==> src/rtl/axil_to_wb_bridge.sv <==
// AXI4-Lite target to Wishbone classic master bridge. One transaction is in flight at a time.
// Each Wishbone access is bounded by a timeout, and non-OKAY responses pulse bridge_err_o.
module axil_to_wb_bridge #(
  parameter int ADDR_BITS = 18,
  parameter int DATA_BITS = 32,
  parameter int TIMEOUT   = 255
) (
  input  logic                   wb_clk_i,
  input  logic                   wb_rst_i,
  input  logic [ADDR_BITS-1:0]   s_axi_awaddr,
  input  logic                   s_axi_awvalid,
  output logic                   s_axi_awready,
  input  logic [DATA_BITS-1:0]   s_axi_wdata,
  input  logic [DATA_BITS/8-1:0] s_axi_wstrb,
  input  logic                   s_axi_wvalid,
  output logic                   s_axi_wready,
  output logic [1:0]             s_axi_bresp,
  output logic                   s_axi_bvalid,
  input  logic                   s_axi_bready,
  input  logic [ADDR_BITS-1:0]   s_axi_araddr,
  input  logic                   s_axi_arvalid,
  output logic                   s_axi_arready,
  output logic [DATA_BITS-1:0]   s_axi_rdata,
  output logic [1:0]             s_axi_rresp,
  output logic                   s_axi_rvalid,
  input  logic                   s_axi_rready,
  output logic                   wb_cyc_o,
  output logic                   wb_stb_o,
  output logic                   wb_we_o,
  output logic [ADDR_BITS-1:0]   wb_adr_o,
  output logic [DATA_BITS-1:0]   wb_dat_o,
  output logic [DATA_BITS/8-1:0] wb_sel_o,
  input  logic [DATA_BITS-1:0]   wb_dat_i,
  input  logic                   wb_ack_i,
  input  logic                   wb_err_i,
  input  logic                   wb_rty_i,
  output logic                   bridge_err_o
);

  localparam int SEL_BITS = DATA_BITS / 8;
  localparam int CNT_W = (TIMEOUT > 1) ? $clog2(TIMEOUT + 1) : 1;
  localparam logic [CNT_W-1:0] TMO_CNT = CNT_W'(TIMEOUT);
  localparam logic [1:0] RESP_OKAY   = 2'b00;
  localparam logic [1:0] RESP_SLVERR = 2'b10;
  localparam logic [1:0] RESP_DECERR = 2'b11;

  typedef enum logic [2:0] {IDLE, WB_WRITE, WB_READ, WRESP, RRESP} state_t;

  state_t state_q, state_d;
  logic aw_held_q, aw_held_d, w_held_q, w_held_d, ar_held_q, ar_held_d;
  logic rr_q, rr_d;
  logic [ADDR_BITS-1:0] awaddr_q, awaddr_d, araddr_q, araddr_d;
  logic [DATA_BITS-1:0] wdata_q, wdata_d, rdata_q, rdata_d;
  logic [SEL_BITS-1:0]  wstrb_q, wstrb_d;
  logic [CNT_W-1:0]     cnt_q, cnt_d;
  logic bvalid_q, bvalid_d, rvalid_q, rvalid_d, berr_q, berr_d;
  logic [1:0] bresp_q, bresp_d, rresp_q, rresp_d;

  logic idle, aw_hs, w_hs, ar_hs;
  logic wr_elig, rd_elig, grant_wr, grant_rd;
  logic timeout_hit, wb_done;
  logic [1:0] term_resp;

  assign idle    = (state_q == IDLE);
  assign aw_hs   = s_axi_awvalid && s_axi_awready;
  assign w_hs    = s_axi_wvalid && s_axi_wready;
  assign ar_hs   = s_axi_arvalid && s_axi_arready;
  assign wr_elig = aw_held_q && w_held_q;
  assign rd_elig = ar_held_q;
  // rr_q == 0 favours the write when both sides are waiting
  assign grant_wr = idle && wr_elig && (!rd_elig || !rr_q);
  assign grant_rd = idle && rd_elig && (!wr_elig || rr_q);
  assign timeout_hit = (TIMEOUT != 0) && (cnt_q == TMO_CNT);

  // Termination priority: err > rty > ack > timeout
  always_comb begin
    wb_done   = 1'b0;
    term_resp = RESP_OKAY;
    if (wb_err_i || wb_rty_i) begin
      wb_done   = 1'b1;
      term_resp = RESP_SLVERR;
    end else if (wb_ack_i) begin
      wb_done = 1'b1;
    end else if (timeout_hit) begin
      wb_done   = 1'b1;
      term_resp = RESP_DECERR;
    end
  end

  always_ff @(posedge wb_clk_i) begin
    if (wb_rst_i) begin
      state_q   <= IDLE;
      aw_held_q <= 1'b0;
      w_held_q  <= 1'b0;
      ar_held_q <= 1'b0;
      rr_q      <= 1'b0;
      cnt_q     <= '0;
      bvalid_q  <= 1'b0;
      rvalid_q  <= 1'b0;
      bresp_q   <= RESP_OKAY;
      rresp_q   <= RESP_OKAY;
      rdata_q   <= '0;
      berr_q    <= 1'b0;
    end else begin
      state_q   <= state_d;
      aw_held_q <= aw_held_d;
      w_held_q  <= w_held_d;
      ar_held_q <= ar_held_d;
      rr_q      <= rr_d;
      cnt_q     <= cnt_d;
      bvalid_q  <= bvalid_d;
      rvalid_q  <= rvalid_d;
      bresp_q   <= bresp_d;
      rresp_q   <= rresp_d;
      rdata_q   <= rdata_d;
      berr_q    <= berr_d;
    end
  end

  // Captured address/data only matter while the matching held flag is set
  always_ff @(posedge wb_clk_i) begin
    awaddr_q <= awaddr_d;
    araddr_q <= araddr_d;
    wdata_q  <= wdata_d;
    wstrb_q  <= wstrb_d;
  end

  always_comb begin
    state_d = state_q;
    unique case (state_q)
      IDLE: begin
        if (grant_wr)      state_d = WB_WRITE;
        else if (grant_rd) state_d = WB_READ;
      end
      WB_WRITE: if (wb_done) state_d = WRESP;
      WB_READ:  if (wb_done) state_d = RRESP;
      WRESP:    if (s_axi_bready) state_d = IDLE;
      RRESP:    if (s_axi_rready) state_d = IDLE;
      default:  state_d = IDLE;
    endcase
  end

  always_comb begin
    aw_held_d = aw_held_q;
    w_held_d  = w_held_q;
    ar_held_d = ar_held_q;
    awaddr_d  = awaddr_q;
    araddr_d  = araddr_q;
    wdata_d   = wdata_q;
    wstrb_d   = wstrb_q;
    rr_d      = rr_q;
    cnt_d     = idle ? '0 : cnt_q + CNT_W'(1);
    bvalid_d  = bvalid_q;
    rvalid_d  = rvalid_q;
    bresp_d   = bresp_q;
    rresp_d   = rresp_q;
    rdata_d   = rdata_q;
    berr_d    = 1'b0;

    if (aw_hs) begin
      aw_held_d = 1'b1;
      awaddr_d  = s_axi_awaddr;
    end
    if (w_hs) begin
      w_held_d = 1'b1;
      wdata_d  = s_axi_wdata;
      wstrb_d  = s_axi_wstrb;
    end
    if (ar_hs) begin
      ar_held_d = 1'b1;
      araddr_d  = s_axi_araddr;
    end
    if (grant_wr || grant_rd) rr_d = !rr_q;

    if (state_q == WB_WRITE && wb_done) begin
      aw_held_d = 1'b0;
      w_held_d  = 1'b0;
      bvalid_d  = 1'b1;
      bresp_d   = term_resp;
      berr_d    = (term_resp != RESP_OKAY);
    end
    if (state_q == WB_READ && wb_done) begin
      ar_held_d = 1'b0;
      rvalid_d  = 1'b1;
      rresp_d   = term_resp;
      rdata_d   = (term_resp == RESP_OKAY) ? wb_dat_i : '0;
      berr_d    = (term_resp != RESP_OKAY);
    end
    if (state_q == WRESP && s_axi_bready) bvalid_d = 1'b0;
    if (state_q == RRESP && s_axi_rready) rvalid_d = 1'b0;
  end

  always_comb begin
    s_axi_awready = idle && !aw_held_q && !wb_rst_i;
    s_axi_wready  = idle && !w_held_q && !wb_rst_i;
    s_axi_arready = idle && !ar_held_q && !wb_rst_i;
    s_axi_bvalid  = bvalid_q;
    s_axi_bresp   = bresp_q;
    s_axi_rvalid  = rvalid_q;
    s_axi_rresp   = rresp_q;
    s_axi_rdata   = rdata_q;
    wb_cyc_o      = (state_q == WB_WRITE) || (state_q == WB_READ);
    wb_stb_o      = wb_cyc_o;
    wb_we_o       = (state_q == WB_WRITE);
    wb_adr_o      = wb_we_o ? awaddr_q : araddr_q;
    wb_dat_o      = wdata_q;
    wb_sel_o      = (state_q == WB_READ) ? {SEL_BITS{1'b1}} : wstrb_q;
    bridge_err_o  = berr_q;
  end

endmodule

==> config.mk <==
export PLATFORM = sky130hd
export DESIGN_NAME = axil_to_wb_bridge
export DESIGN_NICKNAME = d
export VERILOG_FILES = /design/src/rtl/axil_to_wb_bridge.sv
export SDC_FILE = /design/constraint.sdc
export NUM_CORES = 1
export LEC_CHECK = 0
export CAP_MARGIN = 20
export CORE_AREA = 2 2 112 114
export CTS_BUF_LIST = sky130_fd_sc_hd__clkbuf_16
export DETAILED_ROUTE_END_ITERATION = 12
export DIE_AREA = 0 0 114 116
export PLACE_DENSITY = 0.74
export SKIP_CTS_REPAIR_TIMING = 1
export SLEW_MARGIN = 25
export SYNTH_ARGS = -nofsm -noshare
export SYNTH_HDL_FRONTEND = slang
export SYNTH_SLANG_ARGS = --single-unit
export TNS_END_PERCENT = 20
==> constraint.sdc <==
create_clock -name wb_clk_i -period 3.22 [get_ports wb_clk_i]
set_input_delay 0.644 -clock wb_clk_i [delete_from_list [all_inputs] [get_ports wb_clk_i]]
set_output_delay 0.644 -clock wb_clk_i [all_outputs]
set_load 0.05 [all_outputs]
==> impl_metrics.env <==
export IMPL_cts_root_buf="clkbuf_16"
export IMPL_synth_area_um2=4450
export IMPL_row_count=40
export IMPL_final_seq_area_um2=3240
export IMPL_rsz0062_at_grt="false"
export IMPL_rrSetupSlack_ps=1130
export IMPL_crit_required_ps=2580
export IMPL_first_global_vias=3249
export IMPL_fp_dieArea_um2=13200
export IMPL_cellLeakagePower_nw=2.63
export IMPL_fin_area_um2=7230
export IMPL_routed_via_density=4.73
export IMPL_synth_seq_area_share_pct=72.9
export IMPL_fillCellCount=943
export IMPL_cap_violations=0
export IMPL_clock_latency_ps=400
export IMPL_critPathBufInv=2
export IMPL_crit_family="buffers and inverters"
export IMPL_drcViolationCount=0
export IMPL_utilization_pct=60.7
export IMPL_ys_ff_latch=126
export IMPL_r2r_start="state_q[2]"
export IMPL_ys_warn_count=0
export IMPL_syn_inst=288
export IMPL_pwr_density_cell_nw_per_um2=694
export IMPL_totalNegativeSetupSlack_ps=0
export IMPL_synth_commonest_cells="72 x edfxtp_1, 54 x dfxtp_1, 31 x a22o_1, 20 x nor2_1, 17 x mux2_2"
export IMPL_timing_final_crit_share_pct=87.7
export IMPL_cp_slowest_stage_delay_ps=380
export IMPL_overflow=0
export IMPL_dieWidth_um=114
export IMPL_drt_iter0_drc=157
export IMPL_cts_tree="built"
export IMPL_rr_worst_depth=5
export IMPL_drt_wl_total_mm=10.6
export IMPL_htree_levels=4
export IMPL_outcome="completed"
export IMPL_rr_endpoint="wb_dat_o[30]"
export IMPL_hold_start="s_axi_rdata[27]"
export IMPL_fmaxAchievable_mhz=354
export IMPL_hold_viol=0
export IMPL_cts_made_buffers=17
export IMPL_syn_area_per_cell_um2=15.4
export IMPL_hold_path_class="flip-flop to flip-flop"
export IMPL_grt_max_degree=37
export IMPL_num_vias=3173
export IMPL_slew_violations=0
export IMPL_worst_pin_slew_ps=549
export IMPL_dpl_cell_area_um2=6670
export IMPL_cts_sinks=126
export IMPL_initial_core_util_pct=37.4
export IMPL_syn_to_final_growth_pct=62.5
export IMPL_ant_nets=0
export IMPL_crit_type="flip-flop to output pin"
export IMPL_yosys_cell_types_count=44
export IMPL_antenna_found_initial=0
export IMPL_place_congestion=0.751
export IMPL_cp_cell_sequence="nor2_1 > and2_1 > buf_4 > mux2_2 > buf_4"
export IMPL_cp_end_kind="output pin"
export IMPL_cpMaxStageDelayCell="dfxtp_1"
export IMPL_antenna_cells=0
export IMPL_io_pins=213
export IMPL_fin_skew_ps=3.91
export IMPL_avgRoutedWirePerCell_um=15.8
export IMPL_path_common_cell="buf_4"
export IMPL_whs_path_depth=1
export IMPL_ir_drop_mv=0.323
export IMPL_nets=627
export IMPL_cp_arrival_ps=2180
export IMPL_place_hpwl_mm=7.78
export IMPL_synth_top_area_share_pct=48.6
export IMPL_clkTransAtPathRegs_ps=50
export IMPL_max_slew_margin_pct=63.1
export IMPL_cp_max_fo=19
export IMPL_synth_fp_nets=403
export IMPL_first_pass_iters=4
export IMPL_synth_edf_count=72
export IMPL_synth_area_leader_cell="edfxtp_1"
export IMPL_min_period_ps=2830
export IMPL_yosysMostFrequentCell="edfxtp_1"
export IMPL_grt_pass1_wl_mm=16.1
export IMPL_netlist_top_cells_area="edfxtp_1 49%, dfxtp_1 24%, a22o_1 6.1%, mux2_2 4.3%, nor2_1 1.7%"
export IMPL_multiInputGateArea_um2=1070
export IMPL_clockBufferDepth=2
export IMPL_drive_above_1_share_pct=17.0
export IMPL_crit_path_start_kind="flip-flop"
export IMPL_async_flop_share_pct=0
export IMPL_port_buffers=212
export IMPL_fp_dieH_um=116
export IMPL_min_to="s_axi_rdata[27]"
export IMPL_hold_ws_ps=476
export IMPL_setup_violations=0
export IMPL_fp_coreArea_um2=11900
export IMPL_grt_usage_pct=16.2
export IMPL_ys_flop_type="edfxtp_1"
## flip-flops by register name, indices dropped and copies added (netlist names)
| register | cells |
|---|---|
| cnt_q | 8 |
| araddr_q | 18 |
| state_q | 3 |
| s_axi_bresp | 2 |
| aw_held_q | 1 |
| w_held_q | 1 |
| rr_q | 1 |
| awaddr_q | 18 |
| s_axi_bvalid | 1 |
| s_axi_rdata | 32 |
| wb_dat_o | 32 |
| ar_held_q | 1 |
| s_axi_rresp | 2 |
| wstrb_q | 4 |
| s_axi_rvalid | 1 |
| bridge_err_o | 1 |
## layout make-up
type	instances	area share [%]
Inverter	3	0.156
Multi-Input combinational cell	144	14.9
Tap cell	147	2.54
Clock buffer	17	5.89
Timing Repair Buffer	220	29.8
Clock inverter	14	1.89
Sequential cell	126	44.9
## worst max-delay path by stage
| stage | end | slack [ps] | from | cells after the start |
|---|---|---|---|---|
| after floorplan | wb_dat_o[0] | 200 | wb_rst_i | 4 |
| after global placement | wb_dat_o[25] | 770 | wb_rst_i | 5 |
| after detailed placement | s_axi_rdata[30] | 700 | wb_ack_i | 6 |
| after CTS | wb_adr_o[0] | 380 | state_q[2] | 5 |
| after global routing | wb_adr_o[0] | 260 | state_q[2] | 5 |
| final | wb_adr_o[0] | 390 | state_q[2] | 5 |
## per-layer routing
metal | track usage [%] | routed length, um
met1 | 18.1 | 4100
met2 | 26.8 | 5380
met3 | 5.81 | 841
met4 | 9.35 | 276
met5 | 0 | 0
## layout by cell type, fill, tap and decap left out, types with 5 or more instances in the layout
cell             synthesis  layout
nand2_1                  5       5
buf_4                    4      31
or2_2                    6       6
nand3_1                  5       5
clkdlybuf4s50_1          0     186
nor2_1                  20      20
inv_1                    3       7
edfxtp_1                72      72
clkbuf_16                0      17
dfxtp_1                 54      54
a21oi_1                 11      11
a22o_1                  31      31
mux2_2                  17      17
xnor2_1                  5       5
## cells by family (layout without fill, tap and decap cells)
family                   count (synthesis)  in the layout  synth area share, %
buffers and inverters                   18            254                 2.98
AND/OR/NAND/NOR                         63             63                 7.73
flip-flops                             126            126                 72.9
adder cells (fa/ha/maj)                  1              1                0.281
XOR/XNOR                                 8              8                 1.57
AO/OA/AOI/OAI                           54             54                 9.98
multiplexers                            18             18                 4.56
## stage by stage
step | std cells | power (W) | setup WS, ps
after global routing | 671 | 0.00521 | 257
after detailed placement | 640 | 0.00325 | 700
final | 671 | 0.00502 | 395
after global placement | 640 | 0.00324 | 772
after CTS | 671 | 0.00508 | 376
after floorplan | 288 | 0.00277 | 203
## power breakdown
part,internal [W],switching [W],total (W)
combinational,0.000484,0.000782,0.00127
clock,0.00118,0.000624,0.00181
sequential,0.00188,0.0000635,0.00195
total,0.00355,0.00147,0.00502
(Power assumes the default switching activity.)
